<file path="src/rtl/vtg_pkg.sv">
// Shared types and default VIC-family raster geometry for the video timing generator.
// Boards with a different raster override this one set of localparams.
package vtg_pkg;

  typedef enum logic [0:0] {StIdle, StGrant} arb_state_e;

  localparam int unsigned VicCw       = 9;
  localparam int unsigned VicHTotal   = 327;
  localparam int unsigned VicHReset   = 1;
  localparam int unsigned VicHBStart  = 255;
  localparam int unsigned VicHBEnd    = 327;
  localparam int unsigned VicHSStart  = 272;
  localparam int unsigned VicHSEnd    = 304;
  localparam int unsigned VicVTotal   = 262;
  localparam int unsigned VicVBStart  = 223;
  localparam int unsigned VicVBEnd    = 0;
  localparam int unsigned VicVSStart  = 236;
  localparam int unsigned VicVSEnd    = 240;
  localparam int unsigned VicColsLog2 = 5;
  localparam int unsigned VicAw       = 10;

endpackage

</file>
<file path="src/rtl/vtg_axis_counter.sv">
// One raster axis: a wrapping counter plus two event-registered set/clear flags
// (blank and sync) decoded from the counter value before it advances.
module vtg_axis_counter
  import vtg_pkg::*;
#(
  parameter int unsigned W         = 9,
  parameter int unsigned TOTAL     = 327,
  parameter int unsigned RESET_VAL = 0,
  parameter int unsigned A_SET     = 0,
  parameter int unsigned A_CLR     = 1,
  parameter int unsigned B_SET     = 0,
  parameter int unsigned B_CLR     = 1
) (
  input  logic         clk,
  input  logic         reset_n,
  input  logic         en,
  output logic [W-1:0] cnt,
  output logic         at_total,
  output logic         a_flag,
  output logic         b_flag
);

  if (A_SET == A_CLR || B_SET == B_CLR) begin : g_bad_pair
    $fatal(1, "vtg_axis_counter: flag set value equals clear value");
  end
  if (A_SET > TOTAL || A_CLR > TOTAL || B_SET > TOTAL || B_CLR > TOTAL ||
      RESET_VAL > TOTAL) begin : g_bad_cmp
    $fatal(1, "vtg_axis_counter: compare value exceeds TOTAL");
  end
  if ($clog2(TOTAL + 1) > W) begin : g_bad_width
    $fatal(1, "vtg_axis_counter: TOTAL does not fit in W bits");
  end

  localparam logic [W-1:0] Total    = W'(TOTAL);
  localparam logic [W-1:0] ResetVal = W'(RESET_VAL);
  localparam logic [W-1:0] ASet     = W'(A_SET);
  localparam logic [W-1:0] AClr     = W'(A_CLR);
  localparam logic [W-1:0] BSet     = W'(B_SET);
  localparam logic [W-1:0] BClr     = W'(B_CLR);

  logic [W-1:0] cnt_q, cnt_d;
  logic         a_q, a_d, b_q, b_d;

  assign at_total = (cnt_q == Total);

  always_comb begin
    cnt_d = cnt_q;
    a_d   = a_q;
    b_d   = b_q;
    if (en) begin
      // Wrap only on the TOTAL compare, never on natural overflow.
      cnt_d = at_total ? '0 : cnt_q + W'(1);
      if (cnt_q == ASet)      a_d = 1'b1;
      else if (cnt_q == AClr) a_d = 1'b0;
      if (cnt_q == BSet)      b_d = 1'b1;
      else if (cnt_q == BClr) b_d = 1'b0;
    end
  end

  always_ff @(posedge clk or negedge reset_n) begin
    if (!reset_n) begin
      cnt_q <= ResetVal;
      a_q   <= 1'b0;
      b_q   <= 1'b0;
    end else begin
      cnt_q <= cnt_d;
      a_q   <= a_d;
      b_q   <= b_d;
    end
  end

  assign cnt    = cnt_q;
  assign a_flag = a_q;
  assign b_flag = b_q;

endmodule

</file>
<file path="src/rtl/video_timing_gen.sv">
// VIC-class raster timing: H/V counters, blank/sync, strobes, per-frame cocktail flip,
// and a video-RAM address port shared between tile fetch and CPU request/ack.
module video_timing_gen
  import vtg_pkg::*;
#(
  parameter int unsigned CW          = VicCw,
  parameter int unsigned H_TOTAL     = VicHTotal,
  parameter int unsigned H_RESET     = VicHReset,
  parameter int unsigned H_BSTART    = VicHBStart,
  parameter int unsigned H_BEND      = VicHBEnd,
  parameter int unsigned H_SSTART    = VicHSStart,
  parameter int unsigned H_SEND      = VicHSEnd,
  parameter int unsigned V_TOTAL     = VicVTotal,
  parameter int unsigned V_BSTART    = VicVBStart,
  parameter int unsigned V_BEND      = VicVBEnd,
  parameter int unsigned V_SSTART    = VicVSStart,
  parameter int unsigned V_SEND      = VicVSEnd,
  parameter bit          HS_POL      = 1'b1,
  parameter bit          VS_POL      = 1'b1,
  parameter int unsigned COLS_LOG2   = VicColsLog2,
  parameter int unsigned AW          = VicAw,
  parameter bit          CPU_ANYTIME = 1'b0
) (
  input  logic          clk,
  input  logic          reset_n,
  input  logic          ce_pix,
  input  logic          flip,
  input  logic          cpu_req,
  input  logic [AW-1:0] cpu_addr,
  output logic          cpu_ack,
  output logic [CW-1:0] hcnt,
  output logic [CW-1:0] vcnt,
  output logic [7:0]    hcnt_f,
  output logic [7:0]    vcnt_f,
  output logic          hblank,
  output logic          vblank,
  output logic          hsync,
  output logic          vsync,
  output logic          line_start,
  output logic          frame_start,
  output logic [AW-1:0] ram_addr,
  output logic          ram_sel_cpu
);

  if (CW < 8) begin : g_bad_cw
    $fatal(1, "video_timing_gen: CW must be at least 8");
  end
  if (COLS_LOG2 < 1 || COLS_LOG2 > 5) begin : g_bad_cols
    $fatal(1, "video_timing_gen: COLS_LOG2 must be 1..5");
  end
  if (AW == 0) begin : g_bad_aw
    $fatal(1, "video_timing_gen: AW must be non-zero");
  end

  localparam int unsigned VidW = 5 + COLS_LOG2;

  logic h_at_total, v_at_total, v_en, h_wrap, v_wrap;
  logic hsync_raw, vsync_raw;

  assign v_en = ce_pix && (hcnt == CW'(H_SSTART));

  vtg_axis_counter #(
    .W(CW), .TOTAL(H_TOTAL), .RESET_VAL(H_RESET),
    .A_SET(H_BSTART), .A_CLR(H_BEND), .B_SET(H_SSTART), .B_CLR(H_SEND)
  ) u_h_axis (
    .clk(clk), .reset_n(reset_n), .en(ce_pix), .cnt(hcnt),
    .at_total(h_at_total), .a_flag(hblank), .b_flag(hsync_raw)
  );

  vtg_axis_counter #(
    .W(CW), .TOTAL(V_TOTAL), .RESET_VAL(0),
    .A_SET(V_BSTART), .A_CLR(V_BEND), .B_SET(V_SSTART), .B_CLR(V_SEND)
  ) u_v_axis (
    .clk(clk), .reset_n(reset_n), .en(v_en), .cnt(vcnt),
    .at_total(v_at_total), .a_flag(vblank), .b_flag(vsync_raw)
  );

  assign h_wrap = ce_pix && h_at_total;
  assign v_wrap = v_en && v_at_total;
  assign hsync  = hsync_raw ^ ~HS_POL;
  assign vsync  = vsync_raw ^ ~VS_POL;

  logic line_start_q, frame_start_q, flip_q;

  // Flip is only taken at the frame boundary so a frame is never drawn half-flipped.
  always_ff @(posedge clk or negedge reset_n) begin
    if (!reset_n) begin
      line_start_q  <= 1'b0;
      frame_start_q <= 1'b0;
      flip_q        <= 1'b0;
    end else begin
      line_start_q  <= h_wrap;
      frame_start_q <= v_wrap;
      if (v_wrap) flip_q <= flip;
    end
  end

  assign line_start  = line_start_q;
  assign frame_start = frame_start_q;
  assign hcnt_f      = hcnt[7:0] ^ {8{flip_q}};
  assign vcnt_f      = vcnt[7:0] ^ {8{flip_q}};

  logic [VidW-1:0] vid_addr;
  logic [AW-1:0]   vid_addr_aw;
  logic            grant_ok;

  assign vid_addr    = {vcnt_f[7:3], hcnt_f[COLS_LOG2+2:3]};
  assign vid_addr_aw = AW'(vid_addr);
  // Grant only on a clk without ce_pix so it never lands on a pixel address fetch.
  assign grant_ok    = cpu_req && (hblank || vblank || CPU_ANYTIME) && !ce_pix;

  arb_state_e    state_q;
  logic          cpu_ack_q, ram_sel_cpu_q;
  logic [AW-1:0] ram_addr_q;

  always_ff @(posedge clk or negedge reset_n) begin
    if (!reset_n) begin
      state_q       <= StIdle;
      cpu_ack_q     <= 1'b0;
      ram_sel_cpu_q <= 1'b0;
      ram_addr_q    <= '0;
    end else begin
      case (state_q)
        StIdle: begin
          if (grant_ok) begin
            state_q       <= StGrant;
            cpu_ack_q     <= 1'b1;
            ram_sel_cpu_q <= 1'b1;
            ram_addr_q    <= cpu_addr;
          end else begin
            cpu_ack_q     <= 1'b0;
            ram_sel_cpu_q <= 1'b0;
            ram_addr_q    <= vid_addr_aw;
          end
        end
        StGrant: begin
          state_q       <= StIdle;
          cpu_ack_q     <= 1'b0;
          ram_sel_cpu_q <= 1'b0;
          ram_addr_q    <= vid_addr_aw;
        end
        default: state_q <= StIdle;
      endcase
    end
  end

  assign cpu_ack     = cpu_ack_q;
  assign ram_sel_cpu = ram_sel_cpu_q;
  assign ram_addr    = ram_addr_q;

endmodule

</file>
<file path="config.mk">
export PLATFORM = sky130hd
export DESIGN_NAME = video_timing_gen
export DESIGN_NICKNAME = d
export VERILOG_FILES = /design/src/rtl/vtg_pkg.sv /design/src/rtl/vtg_axis_counter.sv /design/src/rtl/video_timing_gen.sv
export SDC_FILE = /design/constraint.sdc
export NUM_CORES = 1
export LEC_CHECK = 0
export BUFFER_PORTS_ARGS = -buffer_cell sky130_fd_sc_hd__buf_4
export CAP_MARGIN = 30
export CORE_MARGIN = 2
export CORE_UTILIZATION = 45
export DETAILED_ROUTE_END_ITERATION = 16
export MAX_ROUTING_LAYER = met4
export PLACE_DENSITY = 0.73
export SYNTH_ARGS = -nofsm -noshare
export SYNTH_HDL_FRONTEND = slang
export SYNTH_HIERARCHICAL = 1
export SYNTH_SLANG_ARGS = --single-unit
</file>
<file path="constraint.sdc">
create_clock -name clk -period 3.4 [get_ports clk]
set_input_delay 0.68 -clock clk [delete_from_list [all_inputs] [get_ports clk]]
set_output_delay 0.68 -clock clk [all_outputs]
set_load 0.02 [all_outputs]
</file>
==> results.txt, run 1 <==
Diodes inserted: 0
Max transition margin: 44.48%
Post-Syn Area: 1973 µm²
standard cell with the maximum stage delay on the critical path: dfrtp_1
total leakage power: 1.379 nW
Arrival @ worst endpoint: 1.62 ns
Worst VDD drop: 0.0003583 V
area leader, netlist: dfrtp_1
core region area: 4294 µm²
Clock Skew: 0.004069 ns
share of synthesized flip-flops with an asynchronous set or reset: 100.0%
required time reported for the critical path endpoint: 2.72 ns
hold buffer count at cts: 0
Final Hold Vio Count: 0
Slowest Stage Delay on Critical Path: 0.89 ns
top library cells by usage in the layout, fill and taps aside: 67 x buf_4, 35 x dfrtp_1, 22 x xor2_1, 11 x nor2_1, 9 x inv_1
setup repair after global routing missed its margin: false
level count of the clock H-tree: 2
critical setup path kind: flip-flop to output port
number of buffers added on ports: 66
count of state elements after synthesis: 36
Post-Route Setup TNS: 0 ns
first-pass GRT wire length: 7.003 mm
average footprint of a synthesized cell: 11.09 µm²
total length of routed met3 wires: 265 µm
initial antenna violation count: 0
max-slew violation count: 0
ratio of total power to cell area: 596.8 nW/µm²
prevailing post-synth register cell: dfrtp_1
Synthesized Nets: 199
initial standard-cell utilization of the core: 45.95%
die width: 70.22 µm
Ys Warns: 6
synthesis-to-layout area growth: 31.39%
DRC viols: 0
final worst-path cycle share: 67.56%
Area contributors post-synth: dfrtp_1 44%, xor2_1 9.8%, mux2_1 4.0%
max frequency: 435.3 MHz
cells resized by post-CTS repair: 0
net count reported at finish: 266
clk sink count: 36
total global-route track usage: 18.44%
post-layout power: 0.001547 W
Worst R2R Start: u_h_axis/cnt[0]
outcome: finished clean
Chip Height: 70.22 µm
sort of element at the end of the critical path: output port
clock insertion delay at the later pin of the skew report: 0.28 ns
overall die area: 4930 µm²
share of the synthesized area in the top cell type: 44.39%
vias in the first global route: 1,491
fraction of final layout cells with drive strength greater than 1: 36.73%
DR WL/cell: 14.02 µm
cell count of the worst reg-to-reg path: 5
setup violation total in the final timing report: 0
Final GP Congestion: 0.9116
Clock transition at path regs: 0.07 ns
# Post-CTS Setup Buffers: 0
Final Hold Slack: 0.3371 ns
CTS Root Cell: clkbuf_8
detailed route wirelength on metal2: 1.912 mm
element type at the critical path start: flip-flop
GRT overflow: 0
number of flops mapped to enable cells by yosys: 0
wire length on met1: 1.914 mm
class of the most critical hold timing path: primary input to async pin
Antenna Violating Nets Remaining: 0
total wirelength of the detailed-routed design: 4.164 mm
maximum number of buffers from clock root to sink: 2
HPWL after detailed placement: 2.983 mm
number of buffers created by CTS: 5
transition time at the pin with the least slew margin: 0.8328 ns
detailed-router iteration count before antenna repair: 4
number of rows created at floorplan: 24
CTS tree: yes
total via count in the routed design: 1,543
highest metal layer with signal wires: met4
Final min period: 2.297 ns
critical path, cell by cell: xor2_1, buf_4
biggest fanout along the worst timing path: 17
register-to-register path setup slack: 1.29 ns
largest net degree at the start of global routing: 37
endpoint of the most critical register-to-register path: u_h_axis/a_flag
DRC violation total after the first TritonRoute iteration: 88
number of ports placed on the die boundary: 67
sequential fraction of the synthesis area: 45.72%
Syn Inst Count: 178
most common cell after layout, fill and taps aside: buf_4
Yosys cell types: 52
average via count per standard cell: 5.195
flip-flop count of the largest register, all copies and words added: 10
max capacitance violation total: 0
[per-layer routing]
metal	track usage, %	vias up
li1	-	757
met1	25.42	719
met2	26.77	60
met3	3.608	7
met4	7.692	0
met5	-	-
[power breakdown]
group	switching, W	total [W]	internal, W
clock	0.000146	0.000326	0.000180
combinational	0.000324	0.000584	0.000260
sequential	0.000138	0.000637	0.000499
total	0.000608	0.00155	0.000939
[worst max-delay path: cells and delay by family, from the launching register on]
family	cells	cell delay (ns)
buffers and inverters	1	0.18
XOR/XNOR	1	0.26
flip-flops	1	0.89
[cells by family after synthesis]
family	after synthesis	share of synthesized area, %
compound gates	18	6.215
xor+xnor	26	11.54
fa+ha+maj	6	3.805
buf+inv	17	4.184
flops	36	45.72
mux	13	7.546
simple gates	62	20.99
[through the flow]
step	setup WS [ns]	utilization (%)	instance area, µm²	std cells
after floorplan	1.309	-	1973	178
after global placement	1.319	57.95	2489	289
after detailed placement	1.266	58.13	2496	290
after CTS	1.060	60.37	2592	297
after global routing	0.9536	60.37	2592	297
final	1.103	60.37	2592	297
[area by class of cell]
type / count / area, µm²
inverter: 10 / 37.54
tap: 52 / 65.06
multi-input combinational: 125 / 988.4
timing repair buffer: 67 / 503.0
sequential: 36 / 902.1
fill: 371 / 1702
clock buffer: 7 / 96.34
[how the worst max path moves through the flow]
stage,from,endpoint,slack [ns]
2_1_floorplan,u_h_axis/cnt[0],u_h_axis/a_flag,1.31
3_3_place_gp,ce_pix,u_v_axis/b_flag,1.32
3_5_place_dp,ce_pix,u_v_axis/b_flag,1.27
4_1_cts,flip_q,vcnt_f[6],1.06
5_1_grt,flip_q,vcnt_f[4],0.95
6_report,flip_q,vcnt_f[6],1.10
[cell usage after synthesis, types with 3 or more instances]
library cell  instances
ha_1                  6
nand2_1               8
mux2_2                4
dfrtp_1              35
a21oi_1               3
and3_1                3
mux2_1                7
o22ai_1               3
inv_1                 9
xnor2_1               4
nand3_1               5
and2_1                3
nand4_1               6
nor2_1               11
nor3_1                5
xor2_1               22
buf_2                 3
No activity file was read; power rests on OpenSTA's default activity.
==> inputs of run 2 (changes only) <==
--- a/config.mk
+++ b/config.mk
@@ -5,13 +5,14 @@
 export SDC_FILE = /design/constraint.sdc
 export NUM_CORES = 1
 export LEC_CHECK = 0
+export ABC_AREA = 1
 export BUFFER_PORTS_ARGS = -buffer_cell sky130_fd_sc_hd__buf_4
 export CAP_MARGIN = 30
 export CORE_MARGIN = 2
 export CORE_UTILIZATION = 45
 export DETAILED_ROUTE_END_ITERATION = 16
 export MAX_ROUTING_LAYER = met4
-export PLACE_DENSITY = 0.73
+export PLACE_DENSITY = 0.72
 export SYNTH_ARGS = -nofsm -noshare
 export SYNTH_HDL_FRONTEND = slang
 export SYNTH_HIERARCHICAL = 1
==> constraint.sdc (replaced) <==
create_clock -name clk -period 2.2 [get_ports clk]
set_input_delay 0.44 -clock clk [delete_from_list [all_inputs] [get_ports clk]]
set_output_delay 0.44 -clock clk [all_outputs]
set_load 0.02 [all_outputs]
==> run 2 against run 1 <==
Compared with the run above:
- clock skew rose by 0.0020 ns
- routed wire length rose by 9.1%
- total power rose by 50%
==> results.txt, run 2 <==
area leader, netlist: dfrtp_1 (unchanged)
standard cell with the maximum stage delay on the critical path: dfstp_2 (was dfrtp_1)
# Post-CTS Setup Buffers: 0 (unchanged)
max capacitance violation total: 0 (unchanged)
max-slew violation count: 0 (unchanged)
smallest setup slack after layout: 0.4557 ns (was 1.103 ns)
sequential fraction of the synthesis area: 42.24% (was 45.72%)
largest net degree at the start of global routing: 37 (unchanged)
transition time at the pin with the least slew margin: 0.4613 ns (was 0.8328 ns)
biggest fanout along the worst timing path: 5 (was 17)
Slowest Stage Delay on Critical Path: 0.58 ns (was 0.89 ns)
number of flops mapped to enable cells by yosys: 0 (unchanged)
overall die area: 5313 µm² (was 4930 µm²)
net count reported at finish: 367 (was 266)
Synthesized Nets: 297 (was 199)
Clock transition at path regs: 0.08 ns (was 0.07 ns)
cells resized by post-CTS repair: 0 (unchanged)
Syn Inst Count: 276 (was 178)
average footprint of a synthesized cell: 7.738 µm² (was 11.09 µm²)
Worst R2R Start: u_h_axis/cnt[0] (unchanged)
Diodes inserted: 0 (unchanged)
die width: 72.89 µm (was 70.22 µm)
CTS tree: yes (unchanged)
most frequently used cell type in the post-synthesis netlist: nand2_1 (was dfrtp_1)
ratio of total power to cell area: 842.4 nW/µm² (was 596.8 nW/µm²)
Post-Syn Area: 2136 µm² (was 1973 µm²)
HPWL after detailed placement: 3.479 mm (was 2.983 mm)
Chip Height: 72.89 µm (was 70.22 µm)
average via count per standard cell: 4.638 (was 5.195)
total wirelength of the detailed-routed design: 4.545 mm (was 4.164 mm)
Register Area: 902.1 µm² (unchanged)
GRT overflow: 0 (unchanged)
Final min period: 1.744 ns
total global-route track usage: 18.61% (was 18.44%)
total leakage power: 1.551 nW (was 1.379 nW)
number of rows created at floorplan: 25 (was 24)
outcome: finished clean (unchanged)
top library cells by usage in the layout, fill and taps aside: 93 x nand2_1, 70 x buf_4, 42 x inv_1, 35 x dfrtp_1, 24 x nor2_1 (was 67 x buf_4, 35 x dfrtp_1, 22 x xor2_1, 11 x nor2_1, 9 x inv_1)
total via count in the routed design: 1,860 (was 1,543)
Worst VDD drop: 0.0005993 V (was 0.0003583 V)
first-pass GRT wire length: 7.458 mm (was 7.003 mm)
flip-flop count of the largest register, all copies and words added: 10 (unchanged)
critical path, cell by cell: ha_1, nand2_2, nor4_1, ha_1, nor2_1, nand2_1, o21ai_0 (was xor2_1, buf_4)
initial antenna violation count: 0 (unchanged)
Ys Warns: 6 (unchanged)
Final GP Congestion: 0.8878 (was 0.9116)
share of synthesized flip-flops with an asynchronous set or reset: 100.0% (unchanged)
initial standard-cell utilization of the core: 45.83% (was 45.95%)
number of ports placed on the die boundary: 67 (unchanged)
Antenna Violating Nets Remaining: 0 (unchanged)
Max transition margin: 69.25% (was 44.48%)
Post-Route Setup TNS: 0 ns (unchanged)
CP top delay family: flip-flops (unchanged)
Internal Power: 0.001373 W (was 0.0009394 W)
number of buffers added on ports: 66 (unchanged)
clk sink count: 36 (unchanged)
count of state elements after synthesis: 36 (unchanged)
final worst-path cycle share: 79.29%
number of buffers created by CTS: 5 (unchanged)
total area of multi-input combinational cells: 1003 µm² (was 988.4 µm²)
setup repair after global routing missed its margin: false (unchanged)
endpoint of the most critical register-to-register path: u_h_axis/cnt[8] (was u_h_axis/a_flag)
prevailing post-synth register cell: dfrtp_1 (unchanged)
Most common cell on crit path: ha_1
element type at the critical path start: flip-flop (unchanged)
maximum number of buffers from clock root to sink: 2 (unchanged)
detailed-router iteration count before antenna repair: 4 (unchanged)
switching power summed over all nets: 0.0009450 W (was 0.0006079 W)
clock share of power: 19.9% (was 21.1%)
register-to-register path setup slack: 0.46 ns (was 1.29 ns)
Area contributors post-synth: dfrtp_1 41%, nand2_1 16%, inv_1 7.4% (was dfrtp_1 44%, xor2_1 9.8%, mux2_1 4.0%)
synthesis-to-layout area growth: 28.82% (was 31.39%)
Clock Skew: 0.006072 ns (was 0.004069 ns)
fraction of final layout cells with drive strength greater than 1: 29.39% (was 36.73%)
cell count of the worst reg-to-reg path: 7 (was 5)
level count of the clock H-tree: 2 (unchanged)
Arrival @ worst endpoint: 1.96 ns (was 1.62 ns)
DR WL/cell: 11.33 µm (was 14.02 µm)
portion of total power attributed to combinational logic: 39.8% (was 37.7%)
hold buffer count at cts: 0 (unchanged)
class of the most critical hold timing path: primary input to async pin (unchanged)
clock insertion delay at the later pin of the skew report: 0.29 ns (was 0.28 ns)
sort of element at the end of the critical path: flip-flop (was output port)
share of the synthesized area in the top cell type: 41.01% (was 44.39%)
worst slack at placement: 0.4012 ns (was 1.266 ns)
Yosys cell types: 25 (was 52)
Filler Cell Count: 453 (was 371)
part of the power in registers: 40.2% (was 41.2%)
most common cell after layout, fill and taps aside: nand2_1 (was buf_4)
core region area: 4661 µm² (was 4294 µm²)
max frequency: 573.3 MHz
Final Hold Vio Count: 0 (unchanged)
switching fraction of total power: 40.77% (was 39.29%)
setup violation total in the final timing report: 0 (unchanged)
required time reported for the critical path endpoint: 2.41 ns (was 2.72 ns)
critical setup path kind: flip-flop to flip-flop (was flip-flop to output port)
DRC violation total after the first TritonRoute iteration: 92 (was 88)
DRC viols: 0 (unchanged)
CTS Root Cell: clkbuf_8 (unchanged)
Buf+Inv Stages, Crit Path: 0 (was 1)
vias in the first global route: 1,630 (was 1,491)
most frequent cells after synthesis: 93 x nand2_1, 42 x inv_1, 35 x dfrtp_1 (was 35 x dfrtp_1, 22 x xor2_1, 11 x nor2_1)
## run 2: kinds of logic (layout without fill, tap and decap cells)
kind of cell / after synthesis / in the layout / synth area share, %
fa+ha+maj: 6 / 6 / 3.515
flops: 36 / 36 / 42.24
compound gates: 9 / 9 / 2.284
xor+xnor: 19 / 19 / 8.846
simple gates: 155 / 155 / 32.34
buf+inv: 51 / 122 / 10.78
## run 2: how the worst max path moves through the flow
stage / start / endpoint / slack [ns] / cells after the start
3_3_place_gp: ce_pix / u_v_axis/cnt[3] / 0.49 / 8
4_1_cts: flip_q / hcnt_f[3] / 0.42 / 3
5_1_grt: flip_q / hcnt_f[3] / 0.34 / 3
3_5_place_dp: ce_pix / u_v_axis/cnt[3] / 0.40 / 8
6_report: u_h_axis/cnt[0] / u_h_axis/cnt[8] / 0.46 / 7
2_1_floorplan: u_h_axis/cnt[0] / u_h_axis/cnt[8] / 0.51 / 7
## run 2: cell type report
class,instances,area share (%)
Multi-Input combinational cell,189,36.47
Sequential cell,36,32.79
Timing Repair Buffer,70,19.10
Inverter,44,6.003
Clock buffer,5,2.501
Tap cell,54,2.456
Clock inverter,3,0.6821
## run 2: metrics by stage
step	hold slack, ns	util (%)	area, µm²	total power [W]	instances
after floorplan	0.1444	-	2136	0.001470	276
after global placement	0.4228	57.15	2664	0.001855	393
after detailed placement	0.4231	57.15	2664	0.001876	393
after CTS	0.1071	59.03	2751	0.002352	401
after global routing	0.1307	59.03	2751	0.002486	401
final	0.09957	59.03	2751	0.002318	401
## run 2: metal layers
metal / track usage, % / routed length [µm] / vias up
met4: 5.556 / 60 / 0
met3: 4.696 / 326 / 4
met5: - / 0 / -
met1: 24.65 / 2025 / 833
li1: - / - / 961
met2: 28.28 / 2132 / 62
## run 2: power groups by stage
stage	clock (W)	combinational (W)	sequential [W]
floorplan	0	0.000410	0.00106
global placement	0	0.000909	0.000946
detailed placement	0	0.000928	0.000948
CTS	0.000482	0.000935	0.000935
global route	0.000509	0.00102	0.000956
finish	0.000462	0.000924	0.000932
